`src/rtl/decoder_hamming_secded.sv`:
```
// Hamming(16,11) SECDED decoder, two-stage valid/ready pipeline.
// Stage 1 captures the raw data bits, the Hamming syndrome and the overall parity.
// Stage 2 applies the single-error correction and classifies the word into the output register.
// Optional feature macro: HAMMING_DEC_STATS_EN adds saturating corrected/uncorrectable word counters
// with a synchronous clear (ports cnt_clr, corr_cnt, uncorr_cnt).
module decoder_hamming_secded #(
  parameter int CNT_W = 16
) (
  input  logic        clk,
  input  logic        rst_n,
  input  logic        in_valid,
  output logic        in_ready,
  input  logic [0:15] code_in,
  output logic        out_valid,
  input  logic        out_ready,
  output logic [0:10] data_out,
  output logic        err_corr,
  output logic        err_uncorr,
  output logic [3:0]  syndrome
`ifdef HAMMING_DEC_STATS_EN
  ,
  input  logic             cnt_clr,
  output logic [CNT_W-1:0] corr_cnt,
  output logic [CNT_W-1:0] uncorr_cnt
`endif
);

  // Syndrome: XOR of the 1-based positions of every set bit in c[0..14].
  function automatic logic [3:0] calc_syndrome(input logic [0:14] c);
    logic [3:0] s;
    s = 4'd0;
    for (int i = 0; i < 15; i++) begin
      if (c[i]) begin
        s = s ^ 4'(i + 1);
      end
    end
    return s;
  endfunction

  // Hamming position (1-based) that carries data bit j.
  function automatic logic [3:0] data_pos(input logic [3:0] j);
    logic [3:0] p;
    case (j)
      4'd0:    p = 4'd3;
      4'd1:    p = 4'd5;
      4'd2:    p = 4'd6;
      4'd3:    p = 4'd7;
      4'd4:    p = 4'd9;
      4'd5:    p = 4'd10;
      4'd6:    p = 4'd11;
      4'd7:    p = 4'd12;
      4'd8:    p = 4'd13;
      4'd9:    p = 4'd14;
      4'd10:   p = 4'd15;
      default: p = 4'd0;
    endcase
    return p;
  endfunction

  // Flip the data bit sitting at Hamming position s; a parity-position syndrome leaves data intact.
  function automatic logic [0:10] fix_data(input logic [0:10] d, input logic [3:0] s);
    logic [0:10] r;
    r = d;
    for (int j = 0; j < 11; j++) begin
      if (data_pos(4'(j)) == s) begin
        r[j] = ~r[j];
      end
    end
    return r;
  endfunction

  logic        s1_valid_r;
  logic [0:10] s1_data_r;
  logic [3:0]  s1_syn_r;
  logic        s1_par_r;

  logic        out_adv_s;
  logic        in_fire_s;
  logic [0:10] nxt_data_s;
  logic        nxt_corr_s;
  logic        nxt_uncorr_s;

  // Stage 1 moves on when the output register is empty or being drained this cycle.
  assign out_adv_s = s1_valid_r & (~out_valid | out_ready);
  assign in_ready  = ~s1_valid_r | ~out_valid | out_ready;
  assign in_fire_s = in_valid & in_ready;

  // Stage 1 register: raw data bits, syndrome and overall parity of the accepted codeword.
  always_ff @(posedge clk or negedge rst_n) begin
    if (!rst_n) begin
      s1_valid_r <= 1'b0;
      s1_data_r  <= 11'd0;
      s1_syn_r   <= 4'd0;
      s1_par_r   <= 1'b0;
    end else if (in_fire_s) begin
      s1_valid_r <= 1'b1;
      s1_data_r  <= {code_in[2], code_in[4:6], code_in[8:14]};
      s1_syn_r   <= calc_syndrome(code_in[0:14]);
      s1_par_r   <= ^code_in;
    end else if (out_adv_s) begin
      s1_valid_r <= 1'b0;
    end else begin
      s1_valid_r <= s1_valid_r;
    end
  end

  // Classify the stage-1 word and build the corrected data for the output register.
  always_comb begin
    nxt_data_s   = s1_data_r;
    nxt_corr_s   = 1'b0;
    nxt_uncorr_s = 1'b0;
    case ({s1_syn_r != 4'd0, s1_par_r})
      2'b00: begin
        nxt_corr_s = 1'b0;
      end
      2'b11: begin
        nxt_data_s = fix_data(s1_data_r, s1_syn_r);
        nxt_corr_s = 1'b1;
      end
      2'b01: begin
        nxt_corr_s = 1'b1;
      end
      2'b10: begin
        nxt_uncorr_s = 1'b1;
      end
      default: begin
        nxt_uncorr_s = 1'b0;
      end
    endcase
  end

  // Output register: loads on advance, holds while stalled, empties on a drain without refill.
  always_ff @(posedge clk or negedge rst_n) begin
    if (!rst_n) begin
      out_valid  <= 1'b0;
      data_out   <= 11'd0;
      err_corr   <= 1'b0;
      err_uncorr <= 1'b0;
      syndrome   <= 4'd0;
    end else if (out_adv_s) begin
      out_valid  <= 1'b1;
      data_out   <= nxt_data_s;
      err_corr   <= nxt_corr_s;
      err_uncorr <= nxt_uncorr_s;
      syndrome   <= s1_syn_r;
    end else if (out_ready) begin
      out_valid  <= 1'b0;
    end else begin
      out_valid  <= out_valid;
    end
  end

`ifdef HAMMING_DEC_STATS_EN
  localparam logic [CNT_W-1:0] CNT_ONE = {{(CNT_W-1){1'b0}}, 1'b1};
  localparam logic [CNT_W-1:0] CNT_MAX = {CNT_W{1'b1}};

  logic out_fire_s;
  assign out_fire_s = out_valid & out_ready;

  // Saturating link-health counters, bumped on each output handshake; clear wins over increment.
  always_ff @(posedge clk or negedge rst_n) begin
    if (!rst_n) begin
      corr_cnt   <= {CNT_W{1'b0}};
      uncorr_cnt <= {CNT_W{1'b0}};
    end else if (cnt_clr) begin
      corr_cnt   <= {CNT_W{1'b0}};
      uncorr_cnt <= {CNT_W{1'b0}};
    end else begin
      if (out_fire_s && err_corr && (corr_cnt != CNT_MAX)) begin
        corr_cnt <= corr_cnt + CNT_ONE;
      end
      if (out_fire_s && err_uncorr && (uncorr_cnt != CNT_MAX)) begin
        uncorr_cnt <= uncorr_cnt + CNT_ONE;
      end
    end
  end
`endif

endmodule

```
`config.mk`:
```
export PLATFORM = sky130hd
export DESIGN_NAME = decoder_hamming_secded
export DESIGN_NICKNAME = d
export VERILOG_FILES = /design/src/rtl/decoder_hamming_secded.sv
export SDC_FILE = /design/constraint.sdc
export NUM_CORES = 1
export LEC_CHECK = 0
export CAP_MARGIN = 10
export CORE_MARGIN = 2
export CORE_UTILIZATION = 50
export CTS_CLUSTER_DIAMETER = 120
export DETAILED_ROUTE_END_ITERATION = 12
export PLACE_DENSITY_LB_ADDON = 0.05
export SETUP_SLACK_MARGIN = 0.3
export SLEW_MARGIN = 10
export SYNTH_ARGS = -nofsm -noshare
export SYNTH_HDL_FRONTEND = slang
export SYNTH_SLANG_ARGS = --single-unit
```
`constraint.sdc`:
```
create_clock -name clk -period 1.93 [get_ports clk]
set_input_delay 0.193 -clock clk [delete_from_list [all_inputs] [get_ports clk]]
set_output_delay 0.193 -clock clk [all_outputs]
set_load 0.005 [all_outputs]
```
==> results of run 1 <==
## state kept, by name, indices dropped and copies added (netlist names)
signal / flops
s1_syn_r: 4
data_out: 11
syndrome: 4
s1_valid_r: 1
out_valid: 1
s1_data_r: 11
s1_par_r: 1
err_corr: 1
err_uncorr: 1
## stage by stage
| stage | setup slack, ns | utilization [%] | area [um2] | std cells |
|---|---|---|---|---|
| 3_5_place_dp | -0.209 | 66.9 | 2230 | 232 |
| 6_report | 0.383 | 69.7 | 2330 | 242 |
| 4_1_cts | 0.310 | 68.9 | 2300 | 240 |
| 3_3_place_gp | -0.178 | 66.9 | 2230 | 232 |
| 2_1_floorplan | 0.365 | - | 1750 | 144 |
| 5_1_grt | 0.289 | 69.7 | 2330 | 242 |
## power breakdown
part	switching, mW	internal, mW	total (mW)
Sequential	0.179	0.937	1.12
Combinational	0.308	0.576	0.884
Clock	0.239	0.214	0.453
## final timing paths
| kind | end | cells past startpoint | from | slack (ns) |
|---|---|---|---|---|
| worst max-delay path | s1_data_r[0] | 6 | out_valid | 0.38 |
| max in group asynchronous | syndrome[1] | 2 | rst_n | 1.35 |
| worst max register to register | s1_data_r[0] | 6 | out_valid | 0.38 |
| worst min-delay path | s1_data_r[4] | 2 | rst_n | 0.26 |
| worst min register to register | syndrome[3] | 1 | syndrome[3] | 0.52 |
| min in group clk | s1_data_r[0] | 2 | code_in[2] | 0.32 |
## cell usage after synthesis, types with 2 or more instances
master	number	area [um2]
xor2_1	2	17.5
a21oi_1	11	55.1
nor2_1	21	78.8
xnor2_1	24	210
xnor3_1	4	90.1
mux2_2	19	214
clkbuf_1	4	15.0
nand2_1	5	18.8
dfrtp_1	35	876
nand2b_1	5	31.3
o21ai_0	2	10.0
nand3b_1	3	22.5
## area by class of cell
class | instances | share of cell area (%)
Tap cell | 46 | 2.47
Timing Repair Buffer | 48 | 19.7
Multi-Input combinational cell | 105 | 37.2
Sequential cell | 35 | 37.7
Clock buffer | 8 | 2.96
## routing by layer
layer / global-route usage (%) / wire, um
met4: 6.94 / 47
met3: 5.18 / 149
met2: 32.7 / 1710
met5: 0 / 0
met1: 24.3 / 1470
## repair_timing
action                                  in CTS  in global routing
endpoints found under the setup margin       3                  4
gates resized for setup                      2                  3
pin swaps                                    2                  1
setup buffers                                0                  2
## kinds of logic (layout without fill, tap and decap cells)
logic type,count (synthesis),count (layout)
compound gates,14,14
simple gates,39,39
buf+inv,4,56
xor+xnor,33,33
mux,19,19
flops,35,35
==> results, run 1 <==
- The maximum number of pins on one net before global-route repair is 36.
- Summing the areas of all and, or, nand and nor instances in the mapped netlist gives 10.4% of the synthesized area.
- The die is 63.1 um wide.
- The first global-routing pass estimated about 5.9 mm of wire.
- The largest fanout on the critical path is 18.
- The post-route netlist has 19.9% of its cells at a drive strength greater than 1.
- Across the VDD grid, the largest voltage drop is 0.650 mV.
- In this design, the largest share of critical-path delay is due to buffers and inverters.
- The number of design rule violations left after detail routing is 0.
- Summed over all layers, the global routing overflow is 0.
- The initial antenna violation count was 0.
- Compared with the post-synthesis result, the final layout area differs by 33.0%.
- Across the whole layout, storage elements account for 876 um2.
- The flow ran to the end, and the final reports show no timing, DRC or antenna violations.
- The count of vias placed by the detailed router is roughly 1,200.
- For this run, asynchronously set or reset flops after synthesis account for 100%.
- The maximum root-to-sink buffer count is 2.
- The actual slew at the worst max-slew pin is roughly 0.45 ns.
- The congestion estimate from routability-driven global placement came to between 0.7 and 0.8.
- Sequential cells were found to cover between 50% and 60% of the synthesized design area.
- Once the floorplan was initialized, standard cells occupied a little over half of the core.
- The final critical delay including setup and external delays is 1.55 ns.
- The total power is 2.45 mW.
- The via count of the first global-routing pass was 1,238.
- Clock tree synthesis selected as its root buffer the cell clkbuf_4.
- Setup violations remaining at the end of the flow were counted as 0.
- In this run the remaining antenna-violating nets after routing total 0.
- The final hold violation count came to 0.
- The total standard cell area after synthesis is 0.00175 mm2.
- The library cell used most frequently in the layout, excluding fill and tap cells, is dfrtp_1.
- The count of flip-flops with a built-in enable after synthesis is 0.
- The die covers 0.00399 mm2.
- The synthesized-area fraction occupied by xor and xnor cells is 22.4%.
- By area, the combinational part of the netlist is dominated by XOR/XNOR gates.
- STA classifies the critical path startpoint as a register.
- On the final layout, the worst clock skew is 0.00695 ns.
- In this run, the number of DRC markers left after iteration 0 of detailed routing was 52.
- During synthesis, Yosys emitted a total of 0 warnings.
- For this design the top-level I/O count stands at 39.
- The number of max-cap violations is 0.
- For this run, the detailed router's first-pass iteration total came to 4.
- The number of buffers and inverters on the critical path is 3.
- Headroom to the max-slew limit came out at 70.2%.
- The worst setup path is captured at a register.
- Setup repair after global routing could not meet its margin everywhere.
- The primary flip-flop cell chosen by synthesis mapping is dfrtp_1.
- Of the available clock period, the critical path in the final layout requires around four fifths.
- After clock tree synthesis, the clock-pin slew on the worst setup and hold paths is 0.11 ns.
- The H-tree level count is 2.
- Global routing used between 15 and 20% of the available tracks.
- During placement, the flow inserted port buffers numbering 38.
- The fmax is 647 MHz.
- The synthesized netlist devotes 4.01% of its cell area to compound gates.
- The core outline area is 0.00334 mm2.
- The critical path's slowest cell is dfrtp_1.
- The portion of netlist area occupied by mux cells is 12.2%.
- The number of clock buffers inserted by TritonCTS is 5.
- The most numerous cell type found on the critical path is buf_4.
- The count of inserted antenna diode cells is 0.
- After detailed routing, the number of vias per cell comes to 4.90.
- Final hold analysis gives a worst-case slack of 0.261 ns.
- Traced cell by cell, the critical path runs through nand3b_1 -> buf_4 -> buf_4 -> nand2_1 -> buf_4 -> mux2_2.
- The gate count of the mapped netlist is approximately 140.
- The multi-input gate area in the final layout is between 800 and 900 um2.
- The post-detailed-route wirelength per cell is 14.0 um.
- The later pin in the worst-skew pair is clocked with a latency of 0.34 ns.
- Setup total negative slack on the finished layout was measured at 0 ns.
- After floorplanning, the core was divided into 21 placement rows.
- The layout filler cell count is between 200 and 300.
- The adder-cell share of the synthesized area is 0%.
- The sum of net half-perimeters after detailed placement is 2.50 mm.
- At the worst endpoint, the required time is 2.16 ns.
- The synthesized flop and latch total is 35.
- The CTS tree is done.
- The worst hold path belongs to the class in2async.
- Hold repair after CTS inserted 0 buffers.
- In the layout the commonest cells are 35 x dfrtp_1, 34 x clkdlybuf4s50_1, 23 x xnor2_1.
- The sink count of the clock tree is 35.
- The average instance in the mapped netlist occupies 12.1 um2.
- The count of pins over their slew limit was 0.
- The die boundary height is 63.1 um.
- Yosys mapped the design onto 21 distinct sky130hd cell types.
- The number of nets handed over by synthesis was 164.
- The leakage power is 0.983 nW.
- The worst setup path is of the reg2reg kind.
- Summed over all layers, the routed wires come to 3.38 mm.
- For this run, the post-layout net count is 215.
- The ratio of total power to cell area is 1050 mW/mm2.
- The maximum single-stage delay on the critical path is 0.39 ns.
- Data on the critical path arrives at its endpoint at 1.78 ns.
Note: power is estimated with default switching activity, not from simulation.
==> run 2, diff against run 1 <==
Clock period 1.93 ns to 1.6 ns, I/O delays scaled along.
==> run 2 against run 1 <==
  * Worst hold slack worse by 0.19 ns
  * Cell area up 12%
  * Global-route usage up 1.2 points
  * Worst setup slack worse by 0.11 ns
  * Clock-buffer cell count down 2
  * Sequential share of layout area down 3.9 points
  * Sequential cell count unchanged
  * Largest power group unchanged
==> results, run 2 (synthesis results as in run 1) <==
- The run finished with clean final reports.
- The clock-pin slew on the worst setup and hold paths is 0.10 ns (about the same).
- The global-route congestion overflow total came to 0 (unchanged).
- The count of inserted antenna diode cells is 0 (unchanged).
- The post-route antenna net violation count was 0 (unchanged).
- In the final layout, the registers with the most flip-flops are data_out (11), s1_data_r (11).
- The row count was 21 (unchanged).
- The first-pass GRT wire length was 6.18 mm (+5.5%).
- The normalized max-slew margin is 70.1% (-0.12 points).
- TritonCTS built the clock tree.
- The maximum root-to-sink buffer count is 2 (unchanged).
- The clock share of power came to 15.2% (-3.3 points).
- The number of buffers and inverters on the critical path is 1 (-2).
- The endpoint of the worst hold path is s1_data_r[0].
- The combinational share of power was 42.0% (+6.0 points).
- The number of clock buffers inserted by TritonCTS is 5 (unchanged).
- The actual slew at the worst max-slew pin came to 0.449 ns (+0.00179 ns).
- The depth of the most critical reg-to-reg path is 4 (-2).
- The design area came to 0.00261 mm2 (+12%).
- The die width is 63.1 um (unchanged).
- The sum of net half-perimeters after detailed placement is 2.61 mm (+4.4%).
- The largest voltage drop on the vdd net is 0.703 mV (+8.3%).
- The die boundary height is 63.1 um (unchanged).
- The ratio of total power to cell area is 1210 mW/mm2 (+15%).
- The number of optimization iterations in the first detailed-route pass is 4 (unchanged).
- The H-tree level count came to 2 (unchanged).
- The share of cells above drive strength 1 came to 37.8% (+18 points).
- The final critical delay including setup and external delays is 1.33 ns (-0.222 ns).
- The start point of the worst hold path is code_in[2].
- Walking the worst path, the cells encountered are buf_4 -> nor4_2 -> nor2_1 -> mux2_2.
- The worst endpoint data arrival time came to 1.54 ns (-0.24 ns).
- The clock skew is 0.00742 ns (+0.000470 ns).
- The worst setup path is captured at a register.
- The multi-input gate area in the final layout was 975 um2 (+13%).
- The count of vias placed by the detailed router is 1,330 (+12%).
- The net switching power of the design is 984 uW (+36%).
- Setup repair after global routing could not meet its margin everywhere.
- The worst flop-to-flop path startpoint is s1_syn_r[1].
- The worst-skew pair later-pin latency is 0.33 ns (about the same).
- The global router's overall resource usage came to 20.7% (+1.2 points).
- The classification of the worst setup path is reg2reg.
- The count of port buffers added during placement is 38 (unchanged).
- The count of pins over their slew limit is 0 (unchanged).
- The path class of the tightest hold or removal check is in2reg.
- The proportion of total power due to net switching is 31.1% (+1.5 points).
- The layout filler cell count is 234 (-12%).
- The post-detailed-route wirelength per cell was 14.6 um (+4.1%).
- From synthesis to final layout, the design area changed by 49.2%.
- The required time of the critical path is 1.81 ns (-0.35 ns).
- The total setup violations reported at the end of the flow is 0 (unchanged).
- The reg-to-reg endpoint is err_uncorr.
- The maximum single-stage delay on the critical path is 0.46 ns (+0.07 ns).
- The cell area after placement was 0.00230 mm2 (+3.0%).
- The worst slack after detailed placement is -0.337 ns (-0.128 ns).
- The largest fanout on the critical path came to 4 (-14).
- The slack of the worst reg-to-reg path is 0.27 ns (-0.11 ns).
- The cell family with the largest share of critical-path delay is flip-flops.
- The maximum number of pins on one net before global-route repair is 36 (unchanged).
- The number of design rule violations left after detail routing is 0 (unchanged).
- The initial antenna violation count was 0 (unchanged).
- The overall die area is 0.00399 mm2 (unchanged).
- The final net count is 242 (+13%).
- The starting utilization of the core area is 52.4% (unchanged).
- The storage element area is 881 um2 (+0.57%).
- The via count of the first global-routing pass is 1,370 (+11%).
- The leakage power was 1.18 nW (+20%).
- The sink count of the clock tree is 35 (unchanged).
- Along the worst hold path, the cell count comes to 2.
- The tree is rooted in a clkbuf_4.
- The number of max-cap violations came to 0 (unchanged).
- The critical path's slowest cell is dfrtp_2.
- In the layout the commonest cells are 31 x dfrtp_1, 31 x buf_4, 24 x dlygate4sd2_1.
- The wire length reported by the detailed router is 3.90 mm (+15%).
- The critical path startpoint category is a register.
- The DRC marker count from the first detailed-route iteration was 52 (unchanged).
- The core outline area was 0.00334 mm2 (unchanged).
- The final period utilization is 82.8% (+2.7 points).
- The sequential fraction of design power is 42.8% (-2.7 points).
- The worst-case setup margin in the final layout came to 0.275 ns (-0.108 ns).
- The number of top-level design ports is 39 (unchanged).
- The last weighted congestion value of the routability-driven placer is 0.734 (-1.6%).
- The fmax is 755 MHz (+17%).
- The via density per instance is 4.96 (+1.3%).
- The final hold violation count was 0 (unchanged).
- The internal power consumption is 2.18 mW (+26%).
==> run 2: changes by cell type in the layout (fill, tap and decap cells not counted), moves of 6 or more <==
cell             previous run  this run
buf_4                      10        31
buf_6                       0         6
clkdlybuf4s50_1            34         7
dlygate4sd2_1               2        24
mux2_2                     19        13
mux2_4                      0         6
==> run 2: power groups by stage <==
| stage | Clock, mW | Sequential (mW) | Combinational [mW] |
|---|---|---|---|
| floorplan | 0 | 1.32 | 0.586 |
| global placement | 0 | 1.35 | 1.07 |
| detailed placement | 0 | 1.37 | 1.10 |
| CTS | 0.497 | 1.35 | 1.18 |
| global route | 0.540 | 1.39 | 1.45 |
| finish | 0.482 | 1.36 | 1.33 |
==> run 2: through the flow <==
| stage | total power [mW] | hold slack [ns] | utilization, % | TNS (ns) | std cells |
|---|---|---|---|---|---|
| after global routing | 3.38 | 0.0541 | 78.2 | 0 | 268 |
| after global placement | 2.42 | 0.461 | 68.9 | -0.916 | 237 |
| after floorplan | 1.91 | -0.136 | - | 0 | 144 |
| after detailed placement | 2.48 | 0.475 | 68.9 | -1.04 | 237 |
| final | 3.17 | 0.0747 | 78.2 | 0 | 268 |
| after CTS | 3.02 | 0.0721 | 74.5 | 0 | 263 |
==> run 2: final cells by class <==
cell class              count  area share, %
flip-flops and latches     35           33.7
clock buffers               6           1.97
multi-input cells         106           37.3
clock inverters             1          0.192
repair buffers             74           24.5
well taps                  46           2.21
==> run 2: layer usage <==
metal	global-route usage, %	routed length [um]	vias to the layer above
li1	-	-	645
met1	23.6	1600	638
met2	37.0	2040	38
met3	3.39	157	9
met4	10.8	108	0
met5	0	0	-
==> run 2: how the worst max path moves through the flow <==
stage | cells after the start | to | slack (ns) | start
floorplan | 4 | s1_syn_r[1] | 0.21 | code_in[10]
global placement | 5 | s1_syn_r[1] | -0.31 | code_in[10]
detailed placement | 5 | s1_syn_r[1] | -0.34 | code_in[10]
CTS | 5 | s1_data_r[0] | 0.19 | out_valid
global route | 5 | data_out[1] | 0.21 | s1_syn_r[1]
finish | 4 | err_uncorr | 0.27 | s1_syn_r[1]
==> run 2: worst register-to-register path, cell delays in order, from the launching register on <==
cell and delay (ns):
dfrtp_2 0.46, buf_4 0.16, nor4_2 0.26, nor2_1 0.06, mux2_2 0.27
==> run 2: timing repair <==
action                                  in CTS  in global routing
setup buffers                               19                  4
endpoints found under the setup margin      34                 34
pin swaps                                    9                  7
gates cloned                                 0                  1
resized for setup                           47                 28
hold buffers                                 0                  0
==> run 3, diff against run 2 <==
Settings changed: CORE_UTILIZATION 50 to 45.
Clock period 1.6 ns to 1.2 ns, I/O delays scaled along.
==> run 3 against run 2 <==
  * The flow now finishes with violations (setup timing)
  * Clock power grew 82%
  * Worst hold slack improved by 0.010 ns
  * Clock skew is 0.0019 ns lower
  * Worst setup slack got worse by 0.43 ns
  * Sequential power grew 35%
  * Sequential cell count unchanged
  * Routed wire length rose by 20%
  * Combinational power rose by 67%
  * Cell area grew 17%
  * Critical path depth increased by 2
  * Non-clock buffer count up 14
  * Maximum frequency down 2.4%
  * Largest cell class unchanged
==> results, run 3 (synthesis results as in run 1) <==
- The count of port buffers added during placement is 38 (unchanged).
- The final critical delay including setup and external delays was 1.36 ns (+0.0332 ns).
- The wire length reported by the detailed router is 4.68 mm (+20%).
- The overall die area is 0.00440 mm2 (+10%).
- The total setup violations reported at the end of the flow is 32 (+32).
- The clock skew is 0.00549 ns (-0.00193 ns).
- The worst-skew pair later-pin latency is 0.29 ns (-0.04 ns).
- The global router's overall resource usage is 21.4% (+0.77 points).
- The worst-case setup margin in the final layout is -0.158 ns (-0.433 ns).
- The initial antenna violation count was 0 (unchanged).
- The first-pass GRT wire length came to 6.91 mm (+12%).
- In this run the worst hold path is classified as in2reg.
- The layout overhead on the synthesized area is 74.3%.
- The row count came to 22 (+4.8%).
- The normalized max-slew margin is 70.9% (+0.81 points).
- The number of standard cells in the final layout excluding fillers is 284 (+6.0%).
- The ratio of total power to cell area is 1620 mW/mm2 (+33%).
- The root buffer cell is clkbuf_8.
- The combinational share of power is 45.0% (+3.0 points).
- Setup repair after global routing could not meet its margin everywhere.
- The starting utilization of the core area is 47.4% (-5.0 points).
- The classification of the worst setup path is reg2reg.
- The share of cells above drive strength 1 came to 63.6% (+26 points).
- The fmax came to 736 MHz (-2.4%).
- The post-detailed-route wirelength per cell was 16.5 um (+13%).
- The leakage power came to 1.42 nW (+20%).
- The H-tree level count is 2 (unchanged).
- The maximum number of pins on one net before global-route repair is 36 (unchanged).
- The final reports fail on setup timing.
- The required time of the critical path is 1.37 ns (-0.44 ns).
- The DRC marker count from the first detailed-route iteration came to 41 (-21%).
- The die width is 66.3 um (+5.1%).
- The library cell used most frequently in the layout, excluding fill and tap cells, is buf_4.
- The run finished, with violations left.
- In the final layout, the registers with the most flip-flops are data_out (11), s1_data_r (11).
- The cts-stage hold buffer count is 0 (unchanged).
- The endpoint class of the critical path is a register.
- The largest fanout on the critical path is 4 (unchanged).
- The number of max-cap violations was 0 (unchanged).
- The clock-pin slew on the worst setup and hold paths is 0.07 ns (-0.03 ns).
- The tightest hold margin is 0.0850 ns (+0.0103 ns).
- The count of pins over their slew limit is 0 (unchanged).
- The maximum root-to-sink buffer count is 2 (unchanged).
- The clock share of power was 17.8% (+2.6 points).
- The sequential fraction of design power was 37.2% (-5.6 points).
- The count of vias placed by the detailed router is 1,433 (+7.7%).
- The final net count is 256 (+5.8%).
- The final hold violation count came to 0 (unchanged).
- The last weighted congestion value of the routability-driven placer was 0.799 (+8.8%).
- The net switching power of the design is 1.58 mW (+61%).
- The multi-input gate area in the final layout is 0.00120 mm2 (+23%).
- The die boundary height came to 66.3 um (+5.1%).
- TritonCTS built the clock tree.
- The number of top-level design ports came to 39 (unchanged).
- The global-route congestion overflow total is 0 (unchanged).
- The number of design rule violations left after detail routing was 0 (unchanged).
- The post-route antenna net violation count is 0 (unchanged).
- The worst endpoint data arrival time came to 1.53 ns (about the same).
- The count of inserted antenna diode cells is 0 (unchanged).
- The storage element area was 880 um2 (-0.14%).
- The largest voltage drop on the vdd net was 1.04 mV (+47%).
- The via density per instance came to 5.05 (+1.7%).
- The proportion of total power due to net switching was 32.0% (+0.95 points).
- The sum of net half-perimeters after detailed placement is 2.50 mm (-4.2%).
- The number of clock buffers inserted by TritonCTS is 5 (unchanged).
- The internal power consumption is 3.36 mW (+54%).
- The actual slew at the worst max-slew pin is 0.435 ns (-0.0135 ns).
- The final period utilization was 113% (+30 points).
- Leaving out fill and tap cells, the most frequent cells in the layout are 33 x buf_4, 32 x dfrtp_1, 19 x mux2_4.
- The instance count after placement with tap cells included is 250 (+5.5%).
- The sink count of the clock tree is 35 (unchanged).
- The layout filler cell count is 213 (-9.0%).
- The via count of the first global-routing pass was 1,445 (+5.5%).
- The number of optimization iterations in the first detailed-route pass is 4 (unchanged).
- The core outline area was 0.00369 mm2 (+11%).
- The worst setup path is launched from a register.
==> run 3: cell type report <==
class,count,area share [%]
Clock buffer,6,2.71
Clock inverter,1,0.164
Multi-Input combinational cell,106,39.4
Sequential cell,35,28.8
Tap cell,48,1.97
Timing Repair Buffer,88,27.0
==> run 3: per-stage QoR <==
step | setup WS (ns) | total power, mW | instance area [um2] | setup TNS, ns | util (%)
final | -0.158 | 4.94 | 3050 | -2.46 | 82.7
after global routing | -0.187 | 5.18 | 3050 | -3.63 | 82.7
after CTS | -0.226 | 4.67 | 2900 | -1.87 | 78.6
after detailed placement | -0.698 | 3.54 | 2450 | -9.66 | 66.6
after global placement | -0.690 | 3.51 | 2450 | -9.10 | 66.6
after floorplan | -0.150 | 2.65 | 1850 | -0.744 | -
==> run 3: per-layer routing <==
metal | GRT usage, % | vias to the layer above | wire length, um
li1 | - | 677 | -
met1 | 26.7 | 708 | 1920
met2 | 35.4 | 36 | 2480
met3 | 5.28 | 12 | 159
met4 | 9.18 | 0 | 118
met5 | 0 | - | 0
==> run 3: path summary, 6_finish.rpt <==
check / from / to / slack (ns) / cells after the start
worst max-delay path: out_valid / syndrome[0] / -0.16 / 6
worst min-delay path: code_in[2] / s1_data_r[0] / 0.08 / 2
worst max register to register: out_valid / syndrome[0] / -0.16 / 6
worst min register to register: syndrome[2] / syndrome[2] / 0.51 / 1
max in group asynchronous: rst_n / s1_par_r / 0.79 / 2
min in group asynchronous: rst_n / err_corr / 0.21 / 2
==> run 3: critical path, cell delays in order (launching register included) <==
cell	delay [ns]
dfrtp_1	0.40
buf_6	0.13
nand2b_4	0.05
and2_4	0.15
buf_12	0.12
buf_6	0.10
mux2_4	0.29
==> run 3: power groups by stage <==
stage               combinational [mW]  sequential (mW)  clock (mW)
detailed placement                1.72             1.82           0
finish                            2.22             1.84       0.879
CTS                               1.97             1.80       0.890
global placement                  1.70             1.81           0
global route                      2.35             1.88       0.943
floorplan                        0.874             1.78           0
==> run 3: repair_timing <==
item | in CTS | in global routing
pin swaps | 20 | 12
endpoints found under the hold margin | 0 | 0
buffers inserted | 17 | 5
endpoints found under the setup margin | 52 | 53
gates cloned | 5 | 0
resized for setup | 149 | 47
